===== src/rtl/endpoint_rx_model_pkt_fifo.sv =====
// First-word-fall-through FIFO; the extra pointer bit separates full from empty,
// and a pop frees a slot for a push on the same edge.
module endpoint_rx_model_pkt_fifo #(
  parameter int WIDTH = 8,
  parameter int DEPTH = 4
) (
  input  logic             i_clk,
  input  logic             i_rst,
  input  logic             i_push,
  input  logic [WIDTH-1:0] i_data,
  input  logic             i_pop,
  output logic             o_valid,
  output logic             o_full,
  output logic [WIDTH-1:0] o_data
);

  localparam int AW = $clog2(DEPTH);

  logic [AW:0]      wrPtr;
  logic [AW:0]      rdPtr;
  logic [WIDTH-1:0] mem [DEPTH];
  logic             empty;
  logic             doPush;
  logic             doPop;

  assign empty  = (wrPtr == rdPtr);
  assign o_full = (wrPtr[AW] != rdPtr[AW]) && (wrPtr[AW-1:0] == rdPtr[AW-1:0]);
  assign doPop  = i_pop & !empty;
  assign doPush = i_push & (!o_full | doPop);

  always_ff @(posedge i_clk or posedge i_rst) begin
    if (i_rst) begin
      wrPtr <= '0;
      rdPtr <= '0;
    end else begin
      if (doPush) wrPtr <= wrPtr + 1'b1;
      if (doPop)  rdPtr <= rdPtr + 1'b1;
    end
  end

  always_ff @(posedge i_clk) begin
    if (doPush) mem[wrPtr[AW-1:0]] <= i_data;
  end

  assign o_valid = !empty;
  assign o_data  = mem[rdPtr[AW-1:0]];

endmodule


===== config.mk =====
export PLATFORM = sky130hd
export DESIGN_NAME = endpoint_rx_model_pkt_fifo
export DESIGN_NICKNAME = d
export VERILOG_FILES = /design/src/rtl/endpoint_rx_model_pkt_fifo.sv
export SDC_FILE = /design/constraint.sdc
export NUM_CORES = 1
export LEC_CHECK = 0
export CAP_MARGIN = 20
export CORE_UTILIZATION = 56
export CTS_BUF_LIST = sky130_fd_sc_hd__clkbuf_8
export CTS_CLUSTER_DIAMETER = 30
export DETAILED_ROUTE_END_ITERATION = 16
export GPL_TIMING_DRIVEN = 0
export PLACE_DENSITY = 0.81
export REMOVE_ABC_BUFFERS = 1
export SYNTH_ARGS = -nofsm -noshare
export SYNTH_HDL_FRONTEND = slang
export SYNTH_SLANG_ARGS = --single-unit

===== constraint.sdc =====
create_clock -name i_clk -period 2.21 [get_ports i_clk]
set_clock_uncertainty 0.1 [all_clocks]
set_input_delay 0.221 -clock i_clk [delete_from_list [all_inputs] [get_ports i_clk]]
set_output_delay 0.221 -clock i_clk [all_outputs]
set_load 0.02 [all_outputs]

-- Word-level counts from Yosys, hierarchy flattened
Memory sizes are Yosys's and may differ from the RTL's.
Index checks and enable logic that the tools add are counted.
- add/sub/neg operators: 2
- equal/unequal tests: 3
- mux-type cells: 2
- bitwise logic cells: 3
- reduce and logical (&&, ||, !) cells: 3
- operator list (operator ; number):
    3-bit by 1-bit adder with 3-bit output (second input constant) ; 2
    3-bit == test ; 1
    1-bit bitwise AND ; 2
    2-bit == test ; 1
    1-bit logical NOT ; 2
    1-bit two-way mux ; 2
    1-bit logical AND ; 1
    1-bit inequality test ; 1
    1-bit bitwise OR ; 1
- register bits after elaboration: 6
- RAM bits: 32
- input port bits: 12
- output and inout port bits: 10
- word-level logic and storage cells: 16
- memories kept: 1
- memory list (memory ; depth ; width ; read ports ; clocked after Yosys merged registers in ; write ports ; RTL line ; source):
    mem ; 4 ; 8 ; 1 ; 0 ; 1 ; 21 ; logic [WIDTH-1:0] mem [DEPTH];

-- Depth between registers and ports, before layout
Gate-level depths: netlist of the first run.
- depth after elaboration: 7
- gate-level depth with buffers: 4

-- Least setup slack after synthesis of the first run
OpenSTA, ideal clock, no wires.
- path type: register to register
- start: register rdPtr[1]
- end: memory mem[0][0] (enable)
- library setup time: 0.278 ns
- arrival time: 1.516 ns
- data required time: 1.832 ns
- path slack: 0.316 ns
- stages on the path, launching flop included: 5
- path buffers: 1
- cells stage by stage: dfrtp_1 buf_6 xor2_4 or4_4 and3_1
- word-level cells in the longest chain between the ends: 7
- elaborated cells between the ends (all ways): 10
- RTL lines (item ; RTL line ; source):
    from (decl) ; 20 ; logic [AW:0] rdPtr;
    from (signal assigned) ; 37 ; if (doPop) rdPtr <= rdPtr + 1'b1;
    3-bit == test or 2-bit == test (tied branches) ; 26, 27 ;
    1-bit logical NOT or 1-bit logical AND (tied branches) ; 28, 27 ;
    1-bit bitwise AND or 1-bit logical NOT (tied branches) ; 28, 29 ;
    1-bit bitwise OR (*) ; 29 ; assign doPush = i_push & (!o_full | doPop);
    1-bit bitwise AND (*) ; 29 ;
    1-bit two-way mux (*) ; 42 ; if (doPush) mem[wrPtr[AW-1:0]] <= i_data;
    1-bit two-way mux (implied by the code) (*) ; 42 ;
    to (decl) ; 21 ;
Mark *: on every way between the ends. The rest lies on a longest branch, timed or not.

-- Worst setup path after layout of the first run
- start: register rdPtr[0]
- end: output o_data[5]
- word-level cells in the longest chain between the ends: 1
- RTL lines (item ; RTL line ; source):
    memory read 4 x 8 bit ; -- ;
    to (decl) ; 14 ; output logic [WIDTH-1:0] o_data
No other way between the ends.

==> results by group, run 1 <==
Status
  • Outcome: finished clean

Power and ir drop
  • Leakage power: around 0.75 nW
  • Sw Share: between 30% and 40%
  • Switch Pwr: about 0.98 mW
  • Comb power frac: 42.2%
  • Clock power share: between 10% and 20%
  • Power Dens Cells: between 1000 and 1500 nW/um^2
  • Worst ir drop on vdd: 1.08 mV
  • Total power draw: between 2 and 3 mW
  • Flop pwr share: around two fifths
  • Int Pwr: ~1.7 mW

Hold path
  • Worst Hold Class: in2async

Detailed routing
  • WL per Instance: ~18 um
  • Number of detailed-route iterations in the first pass: 4
  • Post-route ant nets: 0
  • Vias per Instance: between 5 and 6
  • Vias: a little under 800
  • WL final: 2.48 mm
  • Initial DRC Count: 16
  • DRC violations left: 0

Synth
  • Post-synth EDFFs: 32
  • Ys flop type: edfxtp_1
  • Async SR Flop Fraction: between 15 and 20%
  • Synth unique cells: 19
  • Post-synthesis register bit count: 38
  • Average size of a mapped cell: between 20 and 25 um^2
  • Post-Syn Instances: 78
  • Synth area leader: edfxtp_1
  • Post-synth top area share: approximately three fifths
  • Sequential share of the synthesized area: 67.2%
  • Synthesized area: between 1500 and 2000 um^2
  • Synth top area cells: edfxtp_1 58%, mux4_1 13%, dfrtp_1 9.1%
  • Synthesis Warnings: 0

GRT
  • Initial antenna violation count: 0
  • Pin count of the biggest net entering global routing: 13
  • GRT Util Overall: between 10% and 20%
  • First-pass GRT wire length: ~4 mm
  • Grt ovf: 0
  • Number of global-route vias before repair: around 840

Clock network
  • Root buf cell: clkbuf_8
  • Htree depth: 2
  • Clk_lat worst skew: about 0.28 ns
  • CTS Buf Count: 5
  • Clk pin slew, worst setup/hold paths: around 0.070 ns
  • CTS tree: yes
  • Sink Count: 38
  • Clock buffer depth: 2

STA
  • Slew @ Worst Pin: 0.440 ns
  • Max-slew violations: 0
  • Setup violators final: 0
  • Achievable Freq: between 0.4 and 0.5 GHz
  • Max-Slew Margin vs Limit: 70.5%
  • Part of the cycle the worst path needs: between 90% and 100%
  • WHS: 0.0532 ns
  • Minimum clock period after layout: ~2.1 ns
  • Final hold violation count: 0

Die
  • Floorplan core area: between 2000 and 3000 um^2
  • Starting density of the core: 59.5%
  • Die area: about 3200 um^2
  • I/O pin count: 22
  • Num rows: 19
  • Die H: ~56 um
  • Die X-Extent: ~56 um

Placed design
  • GPL Wtd Cong: 0.734
  • Cell Area, Placed: 1880 um^2
  • Count of input and output buffers: 21
  • Hpwl dp: 1.60 mm

Final layout
  • Post-layout nets: around 130
  • Commonest non-fill, non-tap cell in the layout: edfxtp_1
  • Antenna fix cells: 0
  • Ratio of cells with drive above 1 in the final layout: around a fifth
  • Final Cell Area: between 1500 and 2000 um^2
  • Syn-to-layout area delta: 20.8%
  • Commonest cells after routing, fill and taps aside: 32 x edfxtp_1, 11 x clkdlybuf4s50_1, 8 x mux4_1, 8 x dlygate4sd2_1
  • Layout Utilization: approximately 70%

Worst setup path
  • Buf+Inv Stages, Crit Path: 2
  • Max incr delay on CP: approximately 0.54 ns
  • Critical path type: reg2out
  • CP top delay family: multiplexers
  • Critical-path cell list: clkbuf_4 > mux4_1 > dlygate4sd2_1
  • Startpoint types: flip-flop
  • CP Max Fanout: 5
  • Crit end category: output pin
  • Crit-path slowest cell: mux4_1
  • Crit path required time: 1.89 ns
  • Worst EP arrival: 1.83 ns

Run
  • Max_cap viols: 0
[cell type report]
class | instances | area, um^2
fill | 181 | 783
clock buffer | 5 | 68.8
clock inverter | 3 | 16.3
inverter | 4 | 15.0
timing repair buffer | 26 | 238
tap | 31 | 38.8
multi-input combinational | 34 | 505
sequential | 38 | 1120
[state kept, by name, indices dropped and copies added (netlist names)]
| signal | count |
|---|---|
| mem | 32 |
| wrPtr | 3 |
| rdPtr | 3 |
[routing by layer]
metal,global-route usage [%],part of all wire (%)
met1,22.3,41
met2,30.4,52
met3,6.45,4.5
met4,8.36,1.9
met5,0,0
[through the flow]
step / std cells / setup WS [ns] / setup TNS [ns]
global route: 141 / -0.00163 / -0.00163
finish: 141 / 0.0629 / 0
global placement: 128 / -0.0888 / -0.944
detailed placement: 128 / -0.107 / -2.09
floorplan: 76 / 0.236 / 0
CTS: 136 / 0.00384 / 0
[Yosys cell counts, types with 2 or more instances]
library cell and count:
edfxtp_1 32, mux4_1 8, xnor2_1 5, buf_6 2, xor2_4 2, ha_1 5
inv_1 4, and3_1 3, o41ai_2 2, dfrtp_1 6
[power by group through the flow]
| stage | registers, mW | clock network [mW] | logic (mW) |
|---|---|---|---|
| finish | 1.12 | 0.447 | 1.14 |
| global route | 1.14 | 0.496 | 1.23 |
| CTS | 1.18 | 0.461 | 1.03 |
| detailed placement | 1.19 | 0 | 1.12 |
| global placement | 1.17 | 0 | 1.07 |
| floorplan | 1.13 | 0 | 0.737 |
[final timing paths]
kind	start	end	slack (ns)	depth (start not counted)
min in group i_clk	wrPtr[2]$_DFFE_PP0P_	wrPtr[2]$_DFFE_PP0P_	0.43	1
max in group asynchronous	i_rst	rdPtr[0]$_DFFE_PP0P_	1.73	2
worst min register to register	wrPtr[2]$_DFFE_PP0P_	wrPtr[2]$_DFFE_PP0P_	0.43	1
worst max register to register	rdPtr[0]$_DFFE_PP0P_	mem[2][2]$_DFFE_PP_	0.21	3
worst max-delay path	rdPtr[0]$_DFFE_PP0P_	o_data[5]	0.06	3
worst min-delay path	i_rst	wrPtr[2]$_DFFE_PP0P_	0.05	2
[cell families (layout without fill, tap and decap cells)]
kind of cell	after synthesis	after routing	synth area share [%]
DFF	38	38	67.2
muxes	10	10	14.1
xor gates and xnor gates	8	8	6.51
and+or+nand+nor	7	7	2.95
buffers and inverters	6	38	2.27
adders and majority gates	5	5	3.78
AOI/OAI and AO/OA	4	4	3.25
[repair_timing]
action | 4_1_cts | 5_1_grt
setup endpoints to repair | 34 | 1
pin swaps | 0 | 0
setup buffers | 0 | 5
resized for setup | 14 | 1
endpoints found under the hold margin | 0 | 0
hold buffers | 0 | 0
(Power assumes the default switching activity.)
==> run 2: changes to the inputs <==
Settings changed: SKIP_LAST_GASP set to 1.
==> run 2 against run 1 <==
Effect of this change: the flow now finishes with violations (negative setup slack); wire length grew 0.61%; worst hold slack about the same; sequential power hardly changed; worst setup slack got worse by 0.17 ns; clock-buffer cell count did not move; global-route usage is 0.15 points lower; fmax decreased by 7.5%; register-to-register slack got worse by 0.10 ns; critical endpoint unchanged; highest routed layer unchanged.
==> results by group, run 2 (synthesis results as in run 1) <==
Status
  • Outcome: complete, but fails checks
  • Failing checks: negative setup slack

Clock network
  • Clk_lat worst skew: 0.28 ns (about the same)
  • Root buf cell: clkbuf_8
  • Htree depth: 2 (unchanged)
  • Clk pin slew, worst setup/hold paths: 0.07 ns (about the same)
  • Sink Count: 38 (unchanged)
  • CTS Buf Count: 5 (unchanged)
  • CTS tree: yes
  • Clock buffer depth: 2 (unchanged)

Final layout
  • Commonest cells after routing, fill and taps aside: 32 x edfxtp_1, 19 x clkdlybuf4s50_1, 8 x mux4_1
  • Antenna fix cells: 0 (unchanged)
  • Syn-to-layout area delta: 22.2%
  • Commonest non-fill, non-tap cell in the layout: edfxtp_1
  • Layout Utilization: 72.7% (+0.85 points)
  • Fillers: 174 (-3.9%)
  • Post-layout nets: 127 (+0.79%)
  • Ratio of cells with drive above 1 in the final layout: 21.6% (+1.6 points)
  • Max FFs per register: 32 (unchanged)

Worst setup path
  • Critical path type: reg2out
  • Worst EP arrival: 2.00 ns (+0.17 ns)
  • Startpoint types: flip-flop
  • Crit end category: output pin
  • Worst reg2reg setup slack: 0.11 ns (-0.10 ns)
  • CP Max Fanout: 5 (unchanged)
  • Crit path required time: 1.89 ns (about the same)

STA
  • Achievable Freq: 0.431 GHz (-7.5%)
  • Minimum clock period after layout: 2.32 ns (+0.174 ns)
  • Sum Neg Setup Slack: -0.558 ns (-0.558 ns)
  • Slew @ Worst Pin: 0.449 ns (+0.00977 ns)
  • Part of the cycle the worst path needs: 105% (+7.9 points)
  • Setup violators final: 8 (+8)
  • RSZ-0062 raised after global routing: true
  • Final hold violation count: 0 (unchanged)
  • Max-Slew Margin vs Limit: 69.8% (-0.66 points)
  • Max-slew violations: 0 (unchanged)
  • PnR worst setup slack: -0.111 ns (-0.174 ns)

Detailed routing
  • Vias: 787 (+0.25%)
  • DRC violations left: 0 (unchanged)
  • Initial DRC Count: 8 (-8)
  • Number of detailed-route iterations in the first pass: 3 (-1)
  • WL final: 2.49 mm (+0.61%)
  • Post-route ant nets: 0 (unchanged)
  • Top layer in use: met4
  • Met1 wire length: 1.05 mm (+2.7%)
  • WL per Instance: 17.6 um (-0.10%)
  • Vias per Instance: 5.54 (-0.45%)
  • WL met3: 89 um (-21%)
  • WL met2: 1.30 mm (+0.85%)

Power and ir drop
  • Power Dens Cells: 1390 nW/um^2 (+2.8%)
  • Leakage power: 0.744 nW (-0.19%)
  • Worst ir drop on vdd: 1.26 mV (+17%)

GRT
  • First-pass GRT wire length: 4.06 mm (-0.83%)
  • Number of global-route vias before repair: 823 (-1.4%)
  • Grt ovf: 0 (unchanged)
  • Initial antenna violation count: 0 (unchanged)
  • Pin count of the biggest net entering global routing: 13 (unchanged)
  • GRT Util Overall: 18.4% (-0.15 points)

Die
  • Starting density of the core: 59.5% (unchanged)
  • Die area: 3180 um^2 (unchanged)
  • Die H: 56.4 um (unchanged)
  • Floorplan core area: 2780 um^2 (unchanged)
  • Num rows: 19 (unchanged)
  • Die X-Extent: 56.4 um (unchanged)
  • I/O pin count: 22 (unchanged)

Placed design
  • Hpwl dp: 1.60 mm (unchanged)
  • Count of input and output buffers: 21 (unchanged)
  • GPL Wtd Cong: 0.734 (unchanged)

Hold path
  • Worst Hold Class: in2async

Run
  • Max_cap viols: 0 (unchanged)
==> run 2: power by group <==
part	total (mW)	internal (mW)	switching, mW
logic	1.26	0.632	0.625
clock network	0.447	0.216	0.231
registers	1.12	0.981	0.134
==> run 2: critical path, cell delays in order, from the launching register on <==
cell and delay, ns:
dfrtp_4 0.42, clkbuf_4 0.20, mux4_1 0.55, clkdlybuf4s50_1 0.55
==> run 2: layout make-up <==
type	count	area (um^2)	share of cell area [%]
multi-input cells	34	505	25.0
clock buffers	5	68.8	3.40
repair buffers	27	262	12.9
inverters	4	15.0	0.743
flip-flops and latches	38	1120	55.2
well taps	31	38.8	1.92
clock inverters	3	16.3	0.804
==> run 2: path summary, 6_finish.rpt <==
| kind | start | endpoint | cells past startpoint |
|---|---|---|---|
| max in group asynchronous | i_rst | rdPtr[0]$_DFFE_PP0P_ | 2 |
| setup / recovery | rdPtr[0]$_DFFE_PP0P_ | o_data[5] | 3 |
| setup reg to reg | rdPtr[0]$_DFFE_PP0P_ | mem[2][0]$_DFFE_PP_ | 4 |
| hold / removal | i_rst | wrPtr[2]$_DFFE_PP0P_ | 2 |
| hold reg to reg | wrPtr[2]$_DFFE_PP0P_ | wrPtr[2]$_DFFE_PP0P_ | 1 |
| min in group i_clk | wrPtr[2]$_DFFE_PP0P_ | wrPtr[2]$_DFFE_PP0P_ | 1 |
==> run 2: per-layer routing <==
metal,vias up,track usage [%]
met2,15,29.9
met5,-,0
met3,6,6.45
li1,379,-
met1,387,22.3
met4,0,8.36
==> run 2: through the flow <==
| step | setup slack, ns | hold WS [ns] | instances | area (um^2) | power [mW] |
|---|---|---|---|---|---|
| finish | -0.111 | 0.0528 | 142 | 2020 | 2.82 |
| global route | -0.165 | 0.0795 | 142 | 2020 | 2.98 |
| CTS | -0.128 | 0.0506 | 136 | 1970 | 2.74 |
| detailed placement | -0.107 | 0.362 | 128 | 1880 | 2.30 |
| global placement | -0.0888 | 0.355 | 128 | 1880 | 2.25 |
| floorplan | 0.236 | -0.0880 | 76 | 1630 | 1.87 |
==> run 2: timing repair <==
item | CTS | global route
endpoints found under the setup margin | 34 | 9
pin swaps | 0 | 0
hold buffers | 0 | 0
gates resized for setup | 5 | 2
buffers inserted | 0 | 6
==> run 3: changes to the inputs <==
Settings changed: CORE_UTILIZATION 56 to 53, CTS_BUF_LIST sky130_fd_sc_hd__clkbuf_8 to sky130_fd_sc_hd__clkbuf_16, CTS_CLUSTER_DIAMETER 30 to 60, PLACE_DENSITY 0.81 to 0.77.
==> run 3 against run 2 <==
Effect of this change: the flow finishes with violations (design-rule violations, negative setup slack); clock power grew 47%; clock-buffer cell count did not move; total power is 3.6% higher; sequential share of layout area decreased by 0.068 points; flip-flop and latch count is the same; utilization fell by 1.7 points; register-to-register slack about the same; cell count shrank 4.2%; critical path depth down 1; combinational power fell by 14%; via count rose by 1.7%.
==> results by group, run 3 (synthesis results as in run 1) <==
Power and ir drop
  • Leakage power: 0.736 nW (-1.1%)
  • Worst ir drop on vdd: 1.00 mV (-20%)
  • Power Dens Cells: 1440 nW/um^2 (+3.5%)

Die
  • Die area: 3350 um^2 (+5.4%)
  • I/O pin count: 22 (unchanged)
  • Die H: 57.9 um (+2.7%)
  • Starting density of the core: 58.0% (-1.5 points)
  • Floorplan core area: 2850 um^2 (+2.6%)
  • Die X-Extent: 57.9 um (+2.7%)
  • Num rows: 19 (unchanged)

Run
  • Max_cap viols: 0 (unchanged)

STA
  • Achievable Freq: 0.430 GHz (-0.16%)
  • Final hold violation count: 0 (unchanged)
  • Max-slew violations: 0 (unchanged)
  • Max-Slew Margin vs Limit: 69.3% (-0.49 points)
  • Slew @ Worst Pin: 0.457 ns (+0.00734 ns)
  • RSZ-0062 raised after global routing: true
  • Part of the cycle the worst path needs: 105% (+0.17 points)
  • PnR worst setup slack: -0.115 ns (-0.00375 ns)
  • Minimum clock period after layout: 2.32 ns (+0.00375 ns)
  • Setup violators final: 8 (unchanged)
  • WHS: 0.0709 ns (+0.0181 ns)

Detailed routing
  • DRC violations left: 1 (+1)
  • Vias: 800 (+1.7%)
  • Post-route ant nets: 0 (unchanged)
  • WL per Instance: 19.1 um (+8.8%)
  • WL final: 2.60 mm (+4.3%)
  • Number of detailed-route iterations in the first pass: 10 (+7)
  • Initial DRC Count: 28 (+20)
  • Vias per Instance: 5.88 (+6.1%)

Worst setup path
  • Critical path type: reg2out
  • Worst reg2reg setup slack: 0.11 ns (about the same)
  • Buf+Inv Stages, Crit Path: 1 (-1)
  • Crit path required time: 1.89 ns (about the same)
  • Max incr delay on CP: 0.61 ns (+0.06 ns)
  • Crit-path slowest cell: mux4_1
  • Startpoint types: flip-flop
  • Worst EP arrival: 2.00 ns (about the same)
  • Critical-path cell list: mux4_1 > clkdlybuf4s50_1
  • CP Max Fanout: 11 (+6)
  • CP top delay family: multiplexers
  • Crit end category: output pin

Clock network
  • Number of gates resized after cts: 5 (unchanged)
  • Clk pin slew, worst setup/hold paths: 0.05 ns (-0.02 ns)
  • Clock buffer depth: 2 (unchanged)
  • Post-CTS Setup Bufs: 0 (unchanged)
  • Htree depth: 2 (unchanged)
  • Hold buffer count at CTS: 0 (unchanged)
  • CTS Buf Count: 5 (unchanged)
  • CTS tree: yes
  • Root buf cell: clkbuf_16
  • Clk_lat worst skew: 0.27 ns (about the same)
  • Sink Count: 38 (unchanged)

Final layout
  • Commonest cells after routing, fill and taps aside: 32 x edfxtp_1, 19 x clkdlybuf4s50_1, 8 x mux4_1
  • Syn-to-layout area delta: 22.4%
  • Commonest non-fill, non-tap cell in the layout: edfxtp_1
  • Fillers: 190 (+9.2%)
  • Antenna fix cells: 0 (unchanged)
  • Max FFs per register: 32 (unchanged)
  • Post-layout nets: 121 (-4.7%)
  • Ratio of cells with drive above 1 in the final layout: 16.2% (-5.4 points)
  • Layout Utilization: 71.0% (-1.7 points)
  • Final Cell Area: 2020 um^2 (+0.12%)

Status
  • Outcome: complete, but fails checks
  • Failing checks: design-rule violations, negative setup slack

GRT
  • Initial antenna violation count: 0 (unchanged)
  • GRT Util Overall: 18.5% (+0.085 points)
  • Grt ovf: 0 (unchanged)
  • Pin count of the biggest net entering global routing: 13 (unchanged)
  • First-pass GRT wire length: 4.15 mm (+2.2%)
  • Number of global-route vias before repair: 851 (+3.4%)

Placed design
  • Count of input and output buffers: 21 (unchanged)
  • Cell Area, Placed: 1880 um^2 (unchanged)
  • GPL Wtd Cong: 0.762 (+3.8%)

Hold path
  • Worst Hold Class: in2async
-- run 3: cell count changes in the layout (fill, tap and decap cells not counted) --
cell / previous run / this run
clkbuf_16: 0 / 5
clkbuf_8: 5 / 0
buf_4: 4 / 0
buf_12: 1 / 0
clkbuf_2: 1 / 0
clkbuf_4: 1 / 0
dlygate4sd2_1: 1 / 2
-- run 3: area by class of cell --
class                      instances  area, um^2  share of cell area (%)
sequential                        38        1120                    55.1
multi-input combinational         34         505                    25.0
timing repair buffer              21         208                    10.3
clock buffer                       5         125                    6.18
tap                               31        38.8                    1.92
clock inverter                     3        16.3                   0.803
inverter                           4        15.0                   0.742
-- run 3: routing by layer --
metal	routed length, um	up-vias	global-route usage, %	share of wire (%)
met3	130	2	6.92	5.0
met4	10	0	6.12	0.38
met1	1080	408	21.8	42
met5	0	-	0	0
li1	-	370	-	-
met2	1380	20	31.5	53
-- run 3: path summary, 6_finish.rpt --
kind | from | cells past startpoint | end
min in group i_clk | wrPtr[2]$_DFFE_PP0P_ | 1 | wrPtr[2]$_DFFE_PP0P_
hold reg to reg | wrPtr[2]$_DFFE_PP0P_ | 1 | wrPtr[2]$_DFFE_PP0P_
max in group asynchronous | i_rst | 2 | rdPtr[0]$_DFFE_PP0P_
setup reg to reg | rdPtr[0]$_DFFE_PP0P_ | 3 | mem[0][2]$_DFFE_PP_
hold / removal | i_rst | 2 | wrPtr[2]$_DFFE_PP0P_
setup / recovery | rdPtr[0]$_DFFE_PP0P_ | 2 | o_data[5]
-- run 3: worst reg2reg max path, delay by kind of cell, from the launching register on --
kind	cells	cell delay, ns
xor+xnor	1	0.24
flops	1	0.58
simple gates	2	0.87
-- run 3: metrics by stage --
stage	power [mW]	setup TNS [ns]	cells	setup WS, ns
floorplan	1.87	0	76	0.236
global placement	2.25	-1.20	128	-0.0918
detailed placement	2.30	-2.40	128	-0.120
CTS	2.95	-0.746	136	-0.120
global route	3.07	-1.14	136	-0.158
finish	2.92	-0.677	136	-0.115
-- run 3: report_power, final --
part	internal, mW	switching (mW)
Combinational	0.544	0.532
Clock	0.411	0.249
Sequential	0.983	0.203
